**src/rtl/race_pkg.sv**
```systemverilog
// rtl/race_pkg.sv - shared constants and phase encoding for the car-race datapath
package race_pkg;

    localparam int SCREEN_W  = 160;
    localparam int SCREEN_H  = 120;
    localparam int ROAD_L    = 30;
    localparam int ROAD_R    = 130;
    localparam int CAR_W     = 5;
    localparam int CAR_Y     = 100;
    localparam int STEP      = 4;
    localparam int CAR_X_RST = 78;

    // Car's left column is limited so all CAR_W columns stay on the road
    localparam logic [7:0] CAR_X_MIN = 8'(ROAD_L);
    localparam logic [7:0] CAR_X_MAX = 8'(ROAD_R - CAR_W);

    localparam logic [2:0] GREEN = 3'b010;
    localparam logic [2:0] BLACK = 3'b000;
    localparam logic [2:0] RED   = 3'b100;

    typedef enum logic [2:0] {
        PH_IDLE,
        PH_GREEN_L,
        PH_BLACK,
        PH_GREEN_R,
        PH_CAR,
        PH_ERASE,
        PH_UPDATE
    } phase_t;

endpackage

```
**src/rtl/race_xy_counter.sv**
```systemverilog
// rtl/race_xy_counter.sv - column/row scan counter for one drawing phase
module race_xy_counter (
    input  logic       clock,
    input  logic       reset,
    input  logic       clear,
    input  logic       enable,
    input  logic       inc,
    output logic [7:0] counterx,
    output logic [7:0] countery
);

    always_ff @(posedge clock) begin
        if (reset || clear) begin
            counterx <= 8'd0;
            countery <= 8'd0;
        end else if (enable) begin
            if (inc) begin
                counterx <= 8'd0;
                countery <= countery + 8'd1;
            end else begin
                counterx <= counterx + 8'd1;
            end
        end
    end

endmodule

```
**src/rtl/race_datapath.sv**
```systemverilog
// rtl/race_datapath.sv - drawing datapath: phase tracking, car position, pixel pipeline
module race_datapath
    import race_pkg::*;
(
    input  logic       clock,
    input  logic       reset,
    input  logic       draw_bg_green_left,
    input  logic       draw_bg_black,
    input  logic       draw_bg_green_right,
    input  logic       draw_car,
    input  logic       erase,
    input  logic       update_car,
    input  logic       inc,
    input  logic       left,
    input  logic       right,
    output logic [7:0] counterx,
    output logic [7:0] countery,
    output logic [7:0] x,
    output logic [6:0] y,
    output logic [2:0] colour,
    output logic       plot
);

    phase_t     active;
    phase_t     phase_q;
    logic       start;
    logic       run;
    logic [7:0] car_x;
    logic [7:0] car_next;
    logic [8:0] car_mv;
    logic [7:0] base_x;
    logic [6:0] base_y;
    logic [2:0] base_col;
    logic [8:0] px;
    logic [8:0] py;
    logic       visible;

    always_comb begin
        active = PH_IDLE;
        if (erase)                    active = PH_ERASE;
        else if (update_car)          active = PH_UPDATE;
        else if (draw_car)            active = PH_CAR;
        else if (draw_bg_black)       active = PH_BLACK;
        else if (draw_bg_green_left)  active = PH_GREEN_L;
        else if (draw_bg_green_right) active = PH_GREEN_R;
    end

    // A change of phase spends one cycle restarting the scan without plotting
    assign start = (active != PH_IDLE) && (active != phase_q);
    assign run   = (active != PH_IDLE) && (active == phase_q);

    always_comb begin
        car_mv = {1'b0, car_x};
        if (left && !right)
            car_mv = {1'b0, car_x} - 9'(STEP);
        else if (right && !left)
            car_mv = {1'b0, car_x} + 9'(STEP);
        car_next = car_mv[7:0];
        if (car_mv < {1'b0, CAR_X_MIN})
            car_next = CAR_X_MIN;
        else if (car_mv > {1'b0, CAR_X_MAX})
            car_next = CAR_X_MAX;
    end

    always_comb begin
        base_x   = 8'd0;
        base_y   = 7'd0;
        base_col = BLACK;
        case (active)
            PH_GREEN_L: base_col = GREEN;
            PH_BLACK:   base_x = 8'(ROAD_L);
            PH_GREEN_R: begin
                base_x   = 8'(ROAD_R);
                base_col = GREEN;
            end
            PH_CAR, PH_UPDATE: begin
                base_x   = car_x;
                base_y   = 7'(CAR_Y);
                base_col = RED;
            end
            PH_ERASE: begin
                base_x = car_x;
                base_y = 7'(CAR_Y);
            end
            default: ;
        endcase
    end

    // Sums are kept one bit wider so off-screen pixels are clipped, not wrapped on-screen
    assign px      = {1'b0, base_x} + {1'b0, counterx};
    assign py      = {2'b00, base_y} + {1'b0, countery};
    assign visible = (px < 9'(SCREEN_W)) && (py < 9'(SCREEN_H));

    always_ff @(posedge clock) begin
        if (reset) begin
            phase_q <= PH_IDLE;
            car_x   <= 8'(CAR_X_RST);
            x       <= 8'd0;
            y       <= 7'd0;
            colour  <= 3'd0;
            plot    <= 1'b0;
        end else begin
            phase_q <= active;
            plot    <= run && visible;
            if (start && (active == PH_UPDATE))
                car_x <= car_next;
            if (run) begin
                x      <= px[7:0];
                y      <= py[6:0];
                colour <= base_col;
            end
        end
    end

    race_xy_counter u_xy_counter (
        .clock    (clock),
        .reset    (reset),
        .clear    (start),
        .enable   (run),
        .inc      (inc),
        .counterx (counterx),
        .countery (countery)
    );

endmodule
```
**config.mk**
```make
export PLATFORM = sky130hd
export DESIGN_NAME = race_datapath
export DESIGN_NICKNAME = d
export VERILOG_FILES = /design/src/rtl/race_pkg.sv /design/src/rtl/race_xy_counter.sv /design/src/rtl/race_datapath.sv
export SDC_FILE = /design/constraint.sdc
export NUM_CORES = 1
export LEC_CHECK = 0
export ABC_AREA = 1
export BUFFER_PORTS_ARGS = -buffer_cell sky130_fd_sc_hd__buf_2
export CAP_MARGIN = 20
export CELL_PAD_IN_SITES_DETAIL_PLACEMENT = 2
export CELL_PAD_IN_SITES_GLOBAL_PLACEMENT = 2
export CORE_MARGIN = 5
export CORE_UTILIZATION = 31
export DETAILED_ROUTE_END_ITERATION = 16
export GPL_ROUTABILITY_DRIVEN = 0
export PLACE_DENSITY_LB_ADDON = 0.1
export SLEW_MARGIN = 20
export SYNTH_ARGS = -nofsm -noshare
export SYNTH_HDL_FRONTEND = slang
export SYNTH_SLANG_ARGS = --single-unit
```
**constraint.sdc**
```tcl
create_clock -name clock -period 2.7 [get_ports clock]
set_input_delay 0.54 -clock clock [delete_from_list [all_inputs] [get_ports clock]]
set_output_delay 0.54 -clock clock [all_outputs]
set_load 0.01 [all_outputs]
```
==> reports/metrics.yaml <==
period_share: 0.848
combPwrFrac: 0.185
setup_slack_ns: 0.412
clock-sinks: 45
syn2layout_area_growth_pct: 15.6
grt_pass1_vias: 3248
cellPowerDensity_nw_per_um2: 424
grt_pass1_wl_um: 16500
grt_max_degree: 25
holdCritPathClass: "flop to flop"
drc_errors: 0
rsz0062_at_grt: "false"
synth_top_area_share: 0.311
cp_data_arrival_time_ns: 2.47
reg2reg_to: "plot"
startpoint: "draw_car"
core_area_sq_um: 9200
p_switching_uw: 446
endpoint_kind: "flop"
synthTopCellsByArea: "dfxtp_1 (31%), nand2_1 (17%), a21oi_1 (7.3%)"
setup-violations-final: 0
row_count: 35
gr-total-overflow: 0
ir_drop_v: 0.000184
status: "finished, final reports clean"
routed_wl_um: 9810
reg2reg_depth: 11
total_power_uw: 1420
postRouteAntennaNets: 0
fp.dieW_um: 107
dr.pass1.iters: 4
h-tree-depth: 2
ys_ff_latch: 45
grt_usage: 0.179
final_core_util: 0.364
root_buffer: "clkbuf_8"
cts_resized: 0
holdWs_ns: 0.460
dieArea_sq_um: 11400
fmax_mhz: 437
syn_area_sq_um: 2900
final_nets: 516
die_h_um: 107
drt_iter0_drc: 98
cts_tree: "done"
worst-setup-path-type: "input pin to flop"
viasPerCell: 5.04
fin_skew_ns: 0.00792
ys_seq_area_frac: 0.311
yosysWarnings: 0
crit_required_ns: 2.89
p_clk_frac: 0.322
ios: 46
antenna_found_initial: 0
hold_viol_final: 0
pre_cts_ws_ns: 0.0760
r2r_slack_ns: 0.65
vias: 3016
swShare: 0.314
start_util: 0.315
path_clk_slew_ns: 0.09
reg2reg_from: "car_x[1]"
antenna_cells: 0
holdBufCountCts: 0
synthCells: 440
worstSetupEndpoint: "x[5]"
power.leakage_uw: 0.00170
syn_area_per_cell_sq_um: 6.59
synthesis.nets: 468
worstSetupStartpointType: "input pin"
intPower_uw: 975
sequentialPowerShare: 0.493
slew_violations: 0
path_max_fanout: 9
setup_tns_ns: 0
postCtsSetupRepairBufs: 0
yosysUniqueCellTypes: 31
io_buffer_count: 44
cts_made_buffers: 5
drive_gt1_frac: 0.148
wl_per_cell_um: 16.4
dp_hpwl_um: 7770
clock_latency_ns: 0.31
yosys.area.top_type: "dfxtp_1"
drv_cap: 0
fin_crit_ns: 2.29
cts_buffer_depth: 2
## final cells by class
class	count	area, sq um
Clock buffer	6	82.6
Clock inverter	1	7.51
Fill cell	1156	5850
Inverter	55	206
Multi-Input combinational cell	328	1710
Sequential cell	45	901
Tap cell	111	139
Timing Repair Buffer	53	300
## critical path: stages
cell,delay (ns)
buf_2,0.12
nor2_4,0.18
nand2_2,0.11
inv_2,0.14
nand3_1,0.13
o21ai_0,0.11
ha_1,0.34
nand2_1,0.12
nand2_1,0.05
a21oi_1,0.13
o21ai_0,0.12
xor2_1,0.19
inv_1,0.07
nand2_1,0.06
a21oi_1,0.05
## stage by stage
step	std cells	instance area, sq um
3_3_place_gp	592	3260
2_1_floorplan	440	2900
6_report	599	3350
3_5_place_dp	592	3260
5_1_grt	599	3350
4_1_cts	599	3350
## worst min-delay path by stage
stage                   from  endpoint  slack [ns]  cells after the start
floorplan           car_x[1]  car_x[1]        0.43                      2
global placement    car_x[1]  car_x[1]        0.44                      2
detailed placement  car_x[1]  car_x[1]        0.45                      2
CTS                 car_x[1]  car_x[1]        0.46                      2
global route        car_x[1]  car_x[1]        0.49                      2
finish              car_x[1]  car_x[1]        0.46                      2
## sequential cells by signal (all words and copies together), names as in the netlist
signal / cells
y: 7
car_x: 8
phase_q: 3
x: 8
u_xy_counter.counterx: 8
u_xy_counter.countery: 8
plot: 1
colour: 2
## cells in the final DEF (no fill, tap or decap), types with 2 or more instances in the layout
master and count:
inv_2 4, xor2_1 12, clkbuf_8 6, nand4_1 11, ha_1 16, nand3b_1 2, nand2_2 2, xnor2_1 8
a21oi_1 42, buf_4 8, nor2_2 2, nor2_1 38, dfxtp_1 45, buf_2 44, nor3_1 4, a21o_1 3
inv_1 51, nand3_1 39, nand2_1 130, o21ai_0 9
## synthesized netlist by cell type (all sizes together)
cell type    n
conb         1
o2111ai      1
xnor2        8
nor3         4
o22ai        1
nand3b       2
nor2        41
nand2      133
xor2        12
nand3       40
a21o         3
o21ai        9
o21bai       1
nand4       12
dfxtp       45
inv         55
ha          16
a21oi       42
a31oi        1
clkbuf       4
buf          8
fa           1
## power groups by stage
stage | Sequential (uW) | Combinational, uW | Clock [uW]
3_5_place_dp | 717 | 267 | 0
5_1_grt | 705 | 300 | 494
3_3_place_gp | 716 | 259 | 0
6_report | 701 | 263 | 458
2_1_floorplan | 718 | 172 | 0
4_1_cts | 702 | 270 | 479
## cell families (layout without fill, tap and decap cells)
group / Yosys count / count (layout) / synth area share
buffers and inverters: 67 / 115 / 0.0980
AOI/OAI and AO/OA: 58 / 58 / 0.106
adders and majority gates: 17 / 17 / 0.0760
DFF: 45 / 45 / 0.311
xor gates and xnor gates: 20 / 20 / 0.0604
other: 1 / 1 / 0.00129
and+or+nand+nor: 232 / 232 / 0.348
## layer usage
layer | vias up | GRT usage | wire length, um
met5 | - | 0 | 0
met4 | 0 | 0.0475 | 172
met3 | 11 | 0.0193 | 158
met2 | 33 | 0.316 | 4810
met1 | 1460 | 0.231 | 4670
li1 | 1512 | - | -
No activity file was read; power rests on OpenSTA's default activity.
